==> src/rtl/rom_mem_bridge.sv <==
// rom_mem_bridge: connects the picoRV32 native memory port to a single-port
// synchronous word memory (one-cycle registered read, full-word write enable).
// Decodes an address window, sequences reads/writes around the memory's read
// latency and returns a one-cycle mem_ready pulse.
// Optional feature macro: ROM_BRIDGE_RMW_EN -- when defined, partial byte-strobe
// writes are merged with the stored word by read-modify-write; when undefined,
// any nonzero strobe writes the whole mem_wdata word.

module rom_mem_bridge #(
  parameter int          ADDR_W    = 8,
  parameter logic [31:0] BASE_ADDR = 32'h0000_0000
) (
  input  logic              clk,
  input  logic              resetn,
  input  logic              mem_valid,
  output logic              mem_ready,
  input  logic [31:0]       mem_addr,
  input  logic [31:0]       mem_wdata,
  input  logic [3:0]        mem_wstrb,
  output logic [31:0]       mem_rdata,
  output logic              ram_wen,
  output logic [ADDR_W-1:0] ram_addr,
  output logic [31:0]       ram_wdata,
  input  logic [31:0]       ram_rdata
);

  typedef enum logic [2:0] {
    IDLE,
    RD,
    RD2,
`ifdef ROM_BRIDGE_RMW_EN
    RMW,
    RMW2,
`endif
    WR,
    ACK
  } state_t;

  state_t              state;
  state_t              state_nxt;
  logic                sel;
  logic                accept;
  logic [ADDR_W-1:0]   word_idx;
  logic                unused_addr_bits;

  logic                mem_ready_nxt;
  logic [31:0]         mem_rdata_nxt;
  logic                ram_wen_nxt;
  logic [ADDR_W-1:0]   ram_addr_nxt;
  logic [31:0]         ram_wdata_nxt;

`ifdef ROM_BRIDGE_RMW_EN
  logic [31:0]         wdata_q;
  logic [31:0]         wdata_q_nxt;
  logic [3:0]          wstrb_q;
  logic [3:0]          wstrb_q_nxt;
  logic [31:0]         merged;
`endif

  // Window decode is on the bits above the word index; the byte offset is ignored.
  assign sel              = (mem_addr[31:ADDR_W+2] == BASE_ADDR[31:ADDR_W+2]);
  assign accept           = mem_valid & sel & ~mem_ready;
  assign word_idx         = mem_addr[ADDR_W+1:2];
  assign unused_addr_bits = ^mem_addr[1:0];

`ifdef ROM_BRIDGE_RMW_EN
  // Merge strobed bytes of the latched write data over the word just read back.
  always_comb begin
    merged = ram_rdata;
    for (int i = 0; i < 4; i++) begin
      if (wstrb_q[i]) merged[8*i +: 8] = wdata_q[8*i +: 8];
    end
  end
`endif

  // State and registered outputs; async reset drops everything so no ready is issued.
  always_ff @(posedge clk or negedge resetn) begin
    if (!resetn) begin
      state     <= IDLE;
      mem_ready <= 1'b0;
      mem_rdata <= '0;
      ram_wen   <= 1'b0;
      ram_addr  <= '0;
      ram_wdata <= '0;
`ifdef ROM_BRIDGE_RMW_EN
      wdata_q   <= '0;
      wstrb_q   <= '0;
`endif
    end else begin
      state     <= state_nxt;
      mem_ready <= mem_ready_nxt;
      mem_rdata <= mem_rdata_nxt;
      ram_wen   <= ram_wen_nxt;
      ram_addr  <= ram_addr_nxt;
      ram_wdata <= ram_wdata_nxt;
`ifdef ROM_BRIDGE_RMW_EN
      wdata_q   <= wdata_q_nxt;
      wstrb_q   <= wstrb_q_nxt;
`endif
    end
  end

  // Next-state: reads and RMW wait one cycle for the memory's registered read.
  always_comb begin
    state_nxt = state;
    case (state)
      IDLE: begin
        if (accept) begin
          if (mem_wstrb == 4'h0)      state_nxt = RD;
          else if (mem_wstrb == 4'hF) state_nxt = WR;
          else begin
`ifdef ROM_BRIDGE_RMW_EN
            state_nxt = RMW;
`else
            state_nxt = WR;
`endif
          end
        end
      end
      RD:      state_nxt = RD2;
      RD2:     state_nxt = ACK;
`ifdef ROM_BRIDGE_RMW_EN
      RMW:     state_nxt = RMW2;
      RMW2:    state_nxt = WR;
`endif
      WR:      state_nxt = ACK;
      ACK:     state_nxt = IDLE;
      default: state_nxt = IDLE;
    endcase
  end

  // Next values of registered outputs; everything holds unless the state updates it.
  always_comb begin
    mem_ready_nxt = mem_ready;
    mem_rdata_nxt = mem_rdata;
    ram_wen_nxt   = ram_wen;
    ram_addr_nxt  = ram_addr;
    ram_wdata_nxt = ram_wdata;
`ifdef ROM_BRIDGE_RMW_EN
    wdata_q_nxt   = wdata_q;
    wstrb_q_nxt   = wstrb_q;
`endif
    case (state)
      IDLE: begin
        if (accept) begin
          ram_addr_nxt = word_idx;
          if (mem_wstrb == 4'hF) begin
            ram_wen_nxt   = 1'b1;
            ram_wdata_nxt = mem_wdata;
          end else if (mem_wstrb != 4'h0) begin
`ifdef ROM_BRIDGE_RMW_EN
            wdata_q_nxt = mem_wdata;
            wstrb_q_nxt = mem_wstrb;
`else
            ram_wen_nxt   = 1'b1;
            ram_wdata_nxt = mem_wdata;
`endif
          end
        end
      end
      RD2: begin
        mem_rdata_nxt = ram_rdata;
        mem_ready_nxt = 1'b1;
      end
`ifdef ROM_BRIDGE_RMW_EN
      RMW2: begin
        ram_wdata_nxt = merged;
        ram_wen_nxt   = 1'b1;
      end
`endif
      WR: begin
        ram_wen_nxt   = 1'b0;
        mem_ready_nxt = 1'b1;
      end
      ACK: begin
        mem_ready_nxt = 1'b0;
      end
      default: begin
      end
    endcase
  end

endmodule

==> config.mk <==
export PLATFORM = sky130hd
export DESIGN_NAME = rom_mem_bridge
export DESIGN_NICKNAME = d
export VERILOG_FILES = /design/src/rtl/rom_mem_bridge.sv
export SDC_FILE = /design/constraint.sdc
export NUM_CORES = 1
export LEC_CHECK = 0
export CAP_MARGIN = 40
export CORE_MARGIN = 2
export CORE_UTILIZATION = 41
export CTS_BUF_LIST = sky130_fd_sc_hd__clkbuf_16
export DETAILED_ROUTE_END_ITERATION = 8
export PLACE_DENSITY = 0.92
export SLEW_MARGIN = 20
export SYNTH_ARGS = -nofsm -noshare
export SYNTH_HDL_FRONTEND = slang
export SYNTH_SLANG_ARGS = --single-unit
==> constraint.sdc <==
create_clock -name clk -period 2.8 [get_ports clk]
set_input_delay 0.56 -clock clk [delete_from_list [all_inputs] [get_ports clk]]
set_output_delay 0.56 -clock clk [all_outputs]
set_load 0.02 [all_outputs]
==> impl_summary.log, run 1 <==
INFO  metric ys_seq_elements = 77
INFO  metric synth_adder_area_share = 0
INFO  metric antenna_violations_before_repair = 0
INFO  metric final.setup.tns = 0 ps
INFO  metric wl_per_cell = ~16 µm
INFO  metric post_cts_resized = 0
INFO  metric top_level_ports = roughly 180
INFO  metric unrepaired_setup_endpoints_after_global_routing = no
INFO  metric cp-endpoint = ram_wdata[0]
INFO  metric port_buffers = 174
INFO  metric synth_xor_xnor_area_share = 0
INFO  metric antennaDiodeCount = 0
INFO  metric final.setup_skew = 8.97 ps
INFO  metric placementRows = 31
INFO  metric synth-seq-area-share = 0.625
INFO  metric fin_crit_sh = 0.844
INFO  metric clk_latency = 320 ps
INFO  metric floorplan.initialDensity = 0.425
INFO  metric largest_buffer_count_on_any_clock_path = 2
INFO  metric seqCellArea = 1930 µm²
INFO  metric critPathRequiredTime = 3000 ps
INFO  metric rel_slew_slack = 0.672
INFO  metric count_of_vias_placed_by_the_detailed_router = 2152
INFO  metric detail_route.wirelength = 7310 µm
INFO  metric die_area = between 8000 and 9000 µm²
INFO  metric finalSetupViolations = 0
INFO  metric netlist_instances = 179
INFO  metric design_power_total = between 0.002 and 0.0025 W
INFO  metric path_clk_slew = 50 ps
INFO  metric power.static_leakage = around 2.4 nW
INFO  metric worst-endpoint-arrival = 2560 ps
INFO  metric post_synth_mux_area_share = 0.298
INFO  metric worst_r2r_path_depth = 5
INFO  metric finalHoldViolCount = 0
INFO  metric setup_ws_final = 438 ps
INFO  metric combinational_family_with_the_most_area_after_synthesis = multiplexers
INFO  metric ctsHoldBuffers = 0
INFO  metric crit_type = input pin to flip-flop
INFO  metric crit_path_end_kind = flip-flop
INFO  metric gpl.final_weighted_congestion = 0.711
INFO  metric root_buffer = sky130_fd_sc_hd__clkbuf_16
INFO  metric worst_case_register_to_register_setup_slack = roughly 740 ps
INFO  metric compound_cell_area_share_of_the_yosys_netlist = 0.00812
INFO  metric drt_first_iter_violations = 63
INFO  metric syn2layout_area_growth = 70.3%
INFO  metric ctsHtreeMaxLevel = 3
INFO  metric grt_start_max_net_pins = 40
INFO  metric die_width = 90.7 µm
INFO  metric crit_path_start_kind = input pin
INFO  metric transition_at_the_pin_with_the_smallest_max_transition_slack = 493 ps
INFO  metric timing.final.crit_period = 2360 ps
INFO  metric yosysWarningCount = 0
INFO  metric cts-buffers-inserted = 9
INFO  metric rr_endpoint = ram_wdata[0]
INFO  metric cts_tree = built
INFO  metric multi_input_area = 1110 µm²
INFO  metric all_layer_global_routing_usage = 0.192
INFO  metric detailedPlace.worstSlack = 103 ps
INFO  metric post_synthesis_cell_area = 3080 µm²
INFO  metric antenna_left = 0
INFO  metric worst_r2r_startpoint = mem_ready
INFO  metric finalNetCount = 465
INFO  metric clock_sinks = 77
INFO  metric gr-total-overflow = 0
INFO  metric syn_area_cell = around 17 µm²
INFO  metric die_y = just over 90 µm
INFO  metric postSynthNetCount = 282
INFO  metric critical_path.max_fanout = 33
INFO  metric maxCapViolations = 0
INFO  metric layout-drive-gt1-share = 0.270
INFO  metric floorplan.core_area = 7250 µm²
INFO  metric synth_simple_gate_area_share = 0.0515
INFO  metric cts_setup_buffers = 0
INFO  metric hold_path.class = input pin to async pin
INFO  metric dp.final_hpwl = 5610 µm
INFO  metric vias_per_cell = 4.62
INFO  metric status = completed
INFO  metric grt_pass1_wl = around 13000 µm
INFO  metric post_route_non_filler_standard_cell_count = 466
INFO  metric placed_cells = 450
INFO  metric post_synth_num_cell_types = 22
INFO  metric drc_errors_left = 0
INFO  metric drtPass1Iterations = 4
INFO  metric fmax = 423 MHz
INFO  metric timing_max_transition_violations_final = 0
INFO  metric via_count_of_the_first_global_routing_pass = 2431
INFO  metric max-vdd-ir-drop = 0.000344 V
INFO  metric power.density_cell_area = 454 nW/µm²
INFO  metric filler_cell_count_in_the_final_layout = 474
INFO  metric crit_path_start = mem_addr[11]
layer usage:
metal / wire length [µm] / share of wire / track usage / vias to the layer above
li1: - / - / - / 1013
met1: 3100 / 0.42 / 0.251 / 1026
met2: 3620 / 0.49 / 0.312 / 105
met3: 496 / 0.068 / 0.0501 / 8
met4: 94 / 0.013 / 0.0641 / 0
met5: 0 / 0 / 0 / -
cells in the final DEF (no fill, tap or decap), types with 2 or more instances in the layout:
master / count
sky130_fd_sc_hd__nor3_1: 2
sky130_fd_sc_hd__clkdlybuf4s50_1: 173
sky130_fd_sc_hd__nand2_1: 2
sky130_fd_sc_hd__nor4_2: 3
sky130_fd_sc_hd__buf_4: 4
sky130_fd_sc_hd__dfrtp_1: 77
sky130_fd_sc_hd__nor4_1: 3
sky130_fd_sc_hd__clkbuf_16: 9
sky130_fd_sc_hd__mux2_4: 29
sky130_fd_sc_hd__mux2_2: 42
sky130_fd_sc_hd__buf_12: 2
sky130_fd_sc_hd__clkinvlp_4: 2
sky130_fd_sc_hd__nor2_1: 2
power breakdown:
group          switching (W)  total (W)  leakage, nW  internal [W]
Combinational      0.0000428   0.000170         1.14      0.000127
Sequential     0.00000000603    0.00111         1.08       0.00111
Clock               0.000416    0.00110        0.141      0.000684
cells in the mapped netlist:
master                     count  area [µm²]
sky130_fd_sc_hd__nor4b_2       1        15.0
sky130_fd_sc_hd__nand2_1       2        7.51
sky130_fd_sc_hd__dfrtp_1      77        1930
sky130_fd_sc_hd__clkbuf_1      1        3.75
sky130_fd_sc_hd__a21oi_1       1        5.00
sky130_fd_sc_hd__buf_6         3        33.8
sky130_fd_sc_hd__nor4_1        3        18.8
sky130_fd_sc_hd__nor4_4        1        21.3
sky130_fd_sc_hd__nand4_2       1        12.5
sky130_fd_sc_hd__mux2_1        1        11.3
sky130_fd_sc_hd__nor3_1        2        10.0
sky130_fd_sc_hd__mux2_4       29         435
sky130_fd_sc_hd__or3_1         1        6.26
sky130_fd_sc_hd__o21ai_0       1        5.00
sky130_fd_sc_hd__a21o_1        1        7.51
sky130_fd_sc_hd__o21a_1        1        7.51
sky130_fd_sc_hd__mux2_2       42         473
sky130_fd_sc_hd__nor2b_1       2        12.5
sky130_fd_sc_hd__nor2_1        2        7.51
sky130_fd_sc_hd__nor4_2        3        37.5
sky130_fd_sc_hd__buf_2         3        15.0
sky130_fd_sc_hd__nor3_2        1        10.0
worst min-delay path by stage:
stage | from | end | slack [ps] | cells after the start
6_report | resetn | mem_rdata[0] | 210 | 1
5_1_grt | resetn | mem_rdata[0] | 240 | 1
4_1_cts | resetn | ram_wdata[8] | 220 | 1
3_5_place_dp | ram_wen | ram_wen | 480 | 1
3_3_place_gp | ram_wen | ram_wen | 460 | 1
2_1_floorplan | resetn | mem_rdata[0] | 260 | 0
worst max-delay path: stages:
cell	delay, ps
sky130_fd_sc_hd__clkdlybuf4s50_1	410
sky130_fd_sc_hd__nor4_2	310
sky130_fd_sc_hd__nand4_2	230
sky130_fd_sc_hd__nor4_4	370
sky130_fd_sc_hd__buf_12	290
sky130_fd_sc_hd__mux2_2	370
state kept, by name, indices dropped and copies added (netlist names):
signal / count
mem_rdata: 32
ram_wen: 1
ram_addr: 8
ram_wdata: 32
mem_ready: 1
state: 3
through the flow:
step	utilization	hold slack, ps	instance area (µm²)
6_report	0.724	206	5250
4_1_cts	0.724	220	5250
5_1_grt	0.724	239	5250
3_3_place_gp	0.681	464	4940
3_5_place_dp	0.684	480	4960
2_1_floorplan	-	264	3080
cell families (layout without fill, tap and decap cells):
group           Yosys count  in the layout
mux                      72             72
buf+inv                   7            195
flops                    77             77
compound gates            4              4
simple gates             19             19
area by class of cell:
class | count | area share
clock buffers | 9 | 0.0429
repair buffers | 179 | 0.343
flip-flops and latches | 77 | 0.367
well taps | 99 | 0.0236
multi-input cells | 95 | 0.211
clock inverters | 7 | 0.0126
Note: power is estimated with default switching activity, not from simulation.
==> run 2: changes to the inputs <==
--- a/config.mk
+++ b/config.mk
@@ -7,10 +7,10 @@
 export LEC_CHECK = 0
 export CAP_MARGIN = 40
 export CORE_MARGIN = 2
-export CORE_UTILIZATION = 41
+export CORE_UTILIZATION = 38
 export CTS_BUF_LIST = sky130_fd_sc_hd__clkbuf_16
 export DETAILED_ROUTE_END_ITERATION = 8
-export PLACE_DENSITY = 0.92
+export PLACE_DENSITY = 0.86
 export SLEW_MARGIN = 20
 export SYNTH_ARGS = -nofsm -noshare
 export SYNTH_HDL_FRONTEND = slang
==> constraint.sdc (replaced) <==
create_clock -name clk -period 2.4 [get_ports clk]
set_input_delay 0.48 -clock clk [delete_from_list [all_inputs] [get_ports clk]]
set_output_delay 0.48 -clock clk [all_outputs]
set_load 0.02 [all_outputs]
==> run 2 against run 1 <==
First-iteration DRC count decreased by 46%. Clock power rose by 17%. Design area is 0.52% higher. Sequential share of layout area shrank 0.19 points. Largest power group unchanged.
==> impl_summary.log, run 2 (synthesis gave the netlist of run 1 again) <==
INFO  metric status = completed
INFO  metric floorplan.initialDensity = 0.395 (-0.0302)
INFO  metric dp.final_hpwl = 5440 µm (-3.2%)
INFO  metric ctsHtreeMaxLevel = 3 (unchanged)
INFO  metric layout-drive-gt1-share = 0.278 (+0.00862)
INFO  metric crit_path_end_kind = flip-flop
INFO  metric die_y = 94.1 µm (+3.7%)
INFO  metric rel_slew_slack = 0.632 (-0.0398)
INFO  metric top_level_ports = 177 (unchanged)
INFO  metric fin_crit_sh = 0.937
INFO  metric max-vdd-ir-drop = 0.000312 V (-9.2%)
INFO  metric syn2layout_area_growth = 71.2%
INFO  metric unrepaired_setup_endpoints_after_global_routing = no
INFO  metric gr-total-overflow = 0 (unchanged)
INFO  metric antenna_left = 0 (unchanged)
INFO  metric seq_power_share = 0.465 (-0.002)
INFO  metric utilization = 0.676 (-0.0479)
INFO  metric post_route_non_filler_standard_cell_count = 472 (+1.3%)
INFO  metric biggestRegsByFlops = mem_rdata x32, ram_wdata x32, ram_addr x8
INFO  metric detail_route.wirelength = 7050 µm (-3.5%)
INFO  metric grt_pass1_wl = 11200 µm (-11%)
INFO  metric timing.final.crit_period = between 2000 and 2500 ps
INFO  metric root_buffer = sky130_fd_sc_hd__clkbuf_16
INFO  metric all_layer_global_routing_usage = 0.168 (-0.0239)
INFO  metric rr_endpoint = ram_wdata[31]
INFO  metric placed_cells = 456 (+1.3%)
INFO  metric seqCellArea = 1930 µm² (unchanged)
INFO  metric mostFrequentLayoutCell = sky130_fd_sc_hd__clkdlybuf4s50_1
INFO  metric gpl.final_weighted_congestion = 0.736 (+3.6%)
INFO  metric clk_latency = 330 ps (about the same)
INFO  metric transition_at_the_pin_with_the_smallest_max_transition_slack = 552 ps (+59.7 ps)
INFO  metric filler_cell_count_in_the_final_layout = 584 (+23%)
INFO  metric port_buffers = 174 (unchanged)
INFO  metric worst-endpoint-arrival = 2460 ps (-100 ps)
INFO  metric antenna_violations_before_repair = 0 (unchanged)
INFO  metric comb_power_share = 0.072 (about the same)
INFO  metric maxCapViolations = 0 (unchanged)
INFO  metric post_dp_cell_area = 4980 µm² (+0.53%)
INFO  metric pwr-share-clk = 0.463 (about the same)
INFO  metric design_power_total = 0.00279 W (+17%)
INFO  metric cts_tree = built
INFO  metric die_area = 8850 µm² (+7.5%)
INFO  metric worst_r2r_path_depth = 5 (unchanged)
INFO  metric via_count_of_the_first_global_routing_pass = 2279 (-6.3%)
INFO  metric finalHoldViolCount = 0 (unchanged)
INFO  metric drtPass1Iterations = 4 (unchanged)
INFO  metric critical_path.max_fanout = 12 (-64%)
INFO  metric critPathRequiredTime = 2610 ps (-390 ps)
INFO  metric path_clk_slew = 60 ps (about the same)
INFO  metric finalNetCount = 468 (+0.65%)
INFO  metric finalSetupViolations = 0 (unchanged)
INFO  metric largest_buffer_count_on_any_clock_path = 2 (unchanged)
INFO  metric clock_sinks = 77 (unchanged)
INFO  metric power.density_cell_area = 529 nW/µm² (+17%)
INFO  metric timing_max_transition_violations_final = 0 (unchanged)
INFO  metric crit_type = input pin to flip-flop
INFO  metric cts_setup_buffers = 0 (unchanged)
INFO  metric ctsHoldBuffers = 0 (unchanged)
INFO  metric die_width = 94.1 µm (+3.7%)
INFO  metric power.internal = 0.00224 W (+17%)
INFO  metric wl_per_cell = 14.9 µm (-4.8%)
INFO  metric multi_input_area = 1110 µm² (unchanged)
INFO  metric fmax = 445 MHz
INFO  metric vias_per_cell = 4.58 (-0.81%)
INFO  metric cts-buffers-inserted = 9 (unchanged)
INFO  metric p_sw = 0.000548 W (+19%)
INFO  metric switching_share = 0.196 (+0.00345)
INFO  metric placementRows = 32 (+3.2%)
INFO  metric worst_r2r_startpoint = mem_ready
INFO  metric floorplan.core_area = 7810 µm² (+7.6%)
INFO  metric drt_first_iter_violations = 34 (-46%)
INFO  metric worst_case_register_to_register_setup_slack = 370 ps (-370 ps)
INFO  metric antennaDiodeCount = 0 (unchanged)
INFO  metric final.setup_skew = 5.42 ps (-3.55 ps)
INFO  metric hold_path.class = input pin to async pin
INFO  metric grt_start_max_net_pins = 44 (+10%)
INFO  metric post_cts_resized = 0 (unchanged)
INFO  metric finish.instance_area = 5280 µm² (+0.52%)
INFO  metric highest_count_cells_in_the_layout_ignoring_fill_and_taps = 173 x sky130_fd_sc_hd__clkdlybuf4s50_1, 77 x sky130_fd_sc_hd__dfrtp_1, 42 x sky130_fd_sc_hd__mux2_2
INFO  metric count_of_vias_placed_by_the_detailed_router = 2162 (+0.46%)
INFO  metric drc_errors_left = 0 (unchanged)
INFO  metric power.static_leakage = 2.38 nW (+0.67%)
INFO  metric crit_path_start_kind = input pin
## run 2: power by group through the flow
stage               Combinational, W  Clock (W)  Sequential, W
finish                      0.000200    0.00129        0.00130
global route                0.000216    0.00140        0.00130
CTS                         0.000204    0.00134        0.00130
detailed placement          0.000203          0        0.00132
global placement            0.000199          0        0.00132
floorplan                 0.00000602          0        0.00132
## run 2: per-layer routing
| metal | wire, µm | global-route usage | up-vias |
|---|---|---|---|
| met3 | 537 | 0.0506 | 12 |
| met5 | 0 | 0 | - |
| met2 | 3450 | 0.271 | 104 |
| li1 | - | - | 1017 |
| met1 | 2920 | 0.208 | 1029 |
| met4 | 143 | 0.0761 | 0 |
## run 2: worst max-delay path by stage
stage	from	slack [ps]	to	cells past startpoint
detailed placement	mem_addr[23]	-200	ram_wdata[0]	6
CTS	mem_addr[23]	140	ram_wdata[0]	6
finish	mem_addr[23]	150	ram_wdata[31]	6
global placement	mem_addr[29]	-150	ram_wdata[0]	6
floorplan	mem_addr[29]	310	ram_wdata[10]	5
global route	mem_addr[23]	20	ram_wdata[0]	6
## run 2: layout make-up
type | instances | share of cell area
Multi-Input combinational cell | 95 | 0.210
Clock inverter | 7 | 0.0128
Tap cell | 102 | 0.0242
Sequential cell | 77 | 0.365
Timing Repair Buffer | 182 | 0.346
Clock buffer | 9 | 0.0427
## run 2: through the flow
| step | hold slack [ps] | setup slack [ps] | setup TNS (ps) |
|---|---|---|---|
| 2_1_floorplan | 184 | 309 | 0 |
| 3_3_place_gp | 461 | -148 | -2570 |
| 5_1_grt | 181 | 16.4 | 0 |
| 6_report | 140 | 152 | 0 |
| 3_5_place_dp | 465 | -204 | -4240 |
| 4_1_cts | 162 | 137 | 0 |
## run 2: worst max-delay path, stage by stage
cell	delay (ps)
sky130_fd_sc_hd__clkdlybuf4s50_1	410
sky130_fd_sc_hd__nor4_2	320
sky130_fd_sc_hd__nand4_2	180
sky130_fd_sc_hd__nor4_4	400
sky130_fd_sc_hd__buf_4	300
sky130_fd_sc_hd__mux2_2	360
==> run 3: changes to the inputs <==
--- a/config.mk
+++ b/config.mk
@@ -7,10 +7,10 @@
 export LEC_CHECK = 0
 export CAP_MARGIN = 40
 export CORE_MARGIN = 2
-export CORE_UTILIZATION = 38
+export CORE_UTILIZATION = 34
 export CTS_BUF_LIST = sky130_fd_sc_hd__clkbuf_16
 export DETAILED_ROUTE_END_ITERATION = 8
-export PLACE_DENSITY = 0.86
+export PLACE_DENSITY = 0.82
 export SLEW_MARGIN = 20
 export SYNTH_ARGS = -nofsm -noshare
 export SYNTH_HDL_FRONTEND = slang
==> constraint.sdc (replaced) <==
create_clock -name clk -period 1.9 [get_ports clk]
set_input_delay 0.38 -clock clk [delete_from_list [all_inputs] [get_ports clk]]
set_output_delay 0.38 -clock clk [all_outputs]
set_load 0.02 [all_outputs]
==> run 3 against run 2 <==
The run now ends with negative setup slack left. Largest power group is now the clock network. Clock skew up 4.8 ps. Clock power grew 39%. Non-clock buffer count rose by 13. Critical path depth unchanged. Highest routed layer unchanged. Wire length rose by 11%. Utilization down 4.5 points.
==> impl_summary.log, run 3 (synthesis gave the netlist of run 1 again) <==
INFO  metric gr-total-overflow = 0 (unchanged)
INFO  metric vias_per_cell = 4.59 (+0.25%)
INFO  metric wl_per_cell = 16.0 µm (+6.8%)
INFO  metric setup_ws_final = -29.9 ps (-182 ps)
INFO  metric ctsHoldBuffers = 0 (unchanged)
INFO  metric count_of_vias_placed_by_the_detailed_router = 2250 (+4.1%)
INFO  metric maxCapViolations = 0 (unchanged)
INFO  metric failed_checks = negative setup slack
INFO  metric status = complete, but fails checks
INFO  metric grt_start_max_net_pins = 42 (-4.5%)
INFO  metric layout-drive-gt1-share = 0.309 (+0.0305)
INFO  metric highest_count_cells_in_the_layout_ignoring_fill_and_taps = 154 x sky130_fd_sc_hd__clkdlybuf4s50_1, 76 x sky130_fd_sc_hd__dfrtp_1, 38 x sky130_fd_sc_hd__mux2_2
INFO  metric floorplan.core_area = 8760 µm² (+12%)
INFO  metric power.density_cell_area = 665 nW/µm² (+26%)
INFO  metric pwr-share-clk = 0.487 (+0.024)
INFO  metric rel_slew_slack = 0.653 (+0.0215)
INFO  metric fmax = between 500 and 600 MHz
INFO  metric crit_path_start_kind = flip-flop
INFO  metric finalSetupViolations = 34 (+34)
INFO  metric final.setup_skew = 10.2 ps (+4.77 ps)
INFO  metric drtPass1Iterations = 4 (unchanged)
INFO  metric drc_errors_left = 0 (unchanged)
INFO  metric power.static_leakage = 2.53 nW (+6.5%)
INFO  metric port_buffers = 174 (unchanged)
INFO  metric syn2layout_area_growth = 79.3%
INFO  metric antenna_violations_before_repair = 0 (unchanged)
INFO  metric seq_power_share = 0.446 (-0.019)
INFO  metric detail_route.wirelength = 7820 µm (+11%)
INFO  metric p_sw = 0.000716 W (+31%)
INFO  metric antenna_left = 0 (unchanged)
INFO  metric finish.instance_area = 5530 µm² (+4.7%)
INFO  metric die_y = 99.2 µm (+5.5%)
INFO  metric drt_first_iter_violations = 9 (-74%)
INFO  metric unrepaired_setup_endpoints_after_global_routing = yes
INFO  metric power.internal = 0.00296 W (+32%)
INFO  metric finalNetCount = 481 (+2.8%)
INFO  metric top_level_ports = 177 (unchanged)
INFO  metric ctsHtreeMaxLevel = 3 (unchanged)
INFO  metric path_clk_slew = 60 ps (about the same)
INFO  metric max-vdd-ir-drop = 0.000569 V (+82%)
INFO  metric worst-endpoint-arrival = 2130 ps (-330 ps)
INFO  metric timing.final.crit_period = 1930 ps
INFO  metric worst_hold_slack = 28.1 ps (-112 ps)
INFO  metric critical_path.max_fanout = 12 (unchanged)
INFO  metric largest_buffer_count_on_any_clock_path = 2 (unchanged)
INFO  metric worst_r2r_path_depth = 6 (+1)
INFO  metric grt_pass1_wl = 12600 µm (+12%)
INFO  metric floorplan.initialDensity = 0.352 (-0.0431)
INFO  metric timing_max_transition_violations_final = 0 (unchanged)
INFO  metric comb_power_share = 0.067 (-0.005)
INFO  metric fin_crit_sh = 1.02
INFO  metric post_route_non_filler_standard_cell_count = 490 (+3.8%)
INFO  metric antennaDiodeCount = 0 (unchanged)
INFO  metric die_width = 99.2 µm (+5.5%)
INFO  metric root_buffer = sky130_fd_sc_hd__clkbuf_16
INFO  metric all_layer_global_routing_usage = 0.164 (-0.00408)
INFO  metric clock_sinks = 77 (unchanged)
INFO  metric design_power_total = 0.00368 W (+32%)
INFO  metric crit_path_end_kind = flip-flop
INFO  metric placed_cells = 467 (+2.4%)
INFO  metric hold_path.class = input pin to async pin
INFO  metric biggestRegsByFlops = mem_rdata x32, ram_wdata x32, ram_addr x8
INFO  metric die_area = 9850 µm² (+11%)
INFO  metric crit_type = flip-flop to flip-flop
INFO  metric critPathRequiredTime = 2100 ps (-510 ps)
INFO  metric transition_at_the_pin_with_the_smallest_max_transition_slack = 520 ps (-32.2 ps)
INFO  metric finalHoldViolCount = 0 (unchanged)
INFO  metric cts_tree = built
INFO  metric cts-buffers-inserted = 9 (unchanged)
INFO  metric utilization = 0.631 (-0.0453)
INFO  metric post_dp_cell_area = 5040 µm² (+1.2%)
INFO  metric via_count_of_the_first_global_routing_pass = 2473 (+8.5%)
INFO  metric dp.final_hpwl = 5710 µm (+5.0%)
INFO  metric mostFrequentLayoutCell = sky130_fd_sc_hd__clkdlybuf4s50_1
INFO  metric clk_latency = 320 ps (about the same)
INFO  metric switching_share = 0.195 (-0.00128)
INFO  metric placementRows = 34 (+6.3%)
INFO  metric gpl.final_weighted_congestion = 0.726 (-1.4%)
[run 3: changes by cell type in the layout (fill, tap and decap cells not counted), sizes merged]
cell           previous run  this run
bufinv                    1         2
clkdlybuf4s50           173       154
dlygate4sd2               0        15
dlymetal6s2s              0         4
buf                       9        22
clkinv                    3         1
[run 3: area by class of cell]
type	count	area (µm²)
clock inverter	6	87.6
multi-input combinational	95	1160
sequential	77	1930
fill	683	3240
tap	108	135
clock buffer	9	225
timing repair buffer	195	1990
[run 3: through the flow]
stage	setup TNS, ps	worst slack (ps)
after floorplan	-2370	-83.4
after global placement	-17300	-467
after detailed placement	-19560	-521
after CTS	-283	-46.4
after global routing	-4240	-123
final	-528	-29.9
[run 3: critical path: stages (launching register included)]
cell and delay (ps):
sky130_fd_sc_hd__dfrtp_2 420, sky130_fd_sc_hd__nor4b_4 220, sky130_fd_sc_hd__nand4_2 180, sky130_fd_sc_hd__nor4_4 340, sky130_fd_sc_hd__buf_4 190, sky130_fd_sc_hd__buf_16 150, sky130_fd_sc_hd__mux2_4 300
[run 3: layer usage]
metal,share of wire,GRT usage
met1,0.41,0.210
met2,0.48,0.268
met4,0.012,0.0506
met3,0.090,0.0513
met5,0,0
[run 3: power by group through the flow]
stage / clock (W) / combinational [W] / sequential (W)
4_1_cts: 0.00182 / 0.000250 / 0.00164
3_5_place_dp: 0 / 0.000256 / 0.00167
5_1_grt: 0.00192 / 0.000265 / 0.00164
3_3_place_gp: 0 / 0.000254 / 0.00167
2_1_floorplan: 0 / 0.00000761 / 0.00167
6_report: 0.00179 / 0.000245 / 0.00164
[run 3: timing repair]
| action | in CTS | in global routing |
|---|---|---|
| gates resized for setup | 29 | 8 |
| gates cloned | 3 | 0 |
| pin swaps | 9 | 5 |
| buffers inserted | 6 | 1 |
| setup endpoints to repair | 40 | 40 |
[run 3: worst paths after layout]
| check | slack (ps) | startpoint | endpoint |
|---|---|---|---|
| min | 30 | resetn | ram_wdata[24] |
| min reg2reg | 490 | mem_rdata[5] | mem_rdata[5] |
| max reg2reg | -30 | mem_ready | ram_wdata[4] |
| min in group clk | 490 | mem_rdata[5] | mem_rdata[5] |
| max | -30 | mem_ready | ram_wdata[4] |
| max in group asynchronous | 1290 | resetn | ram_wdata[15] |
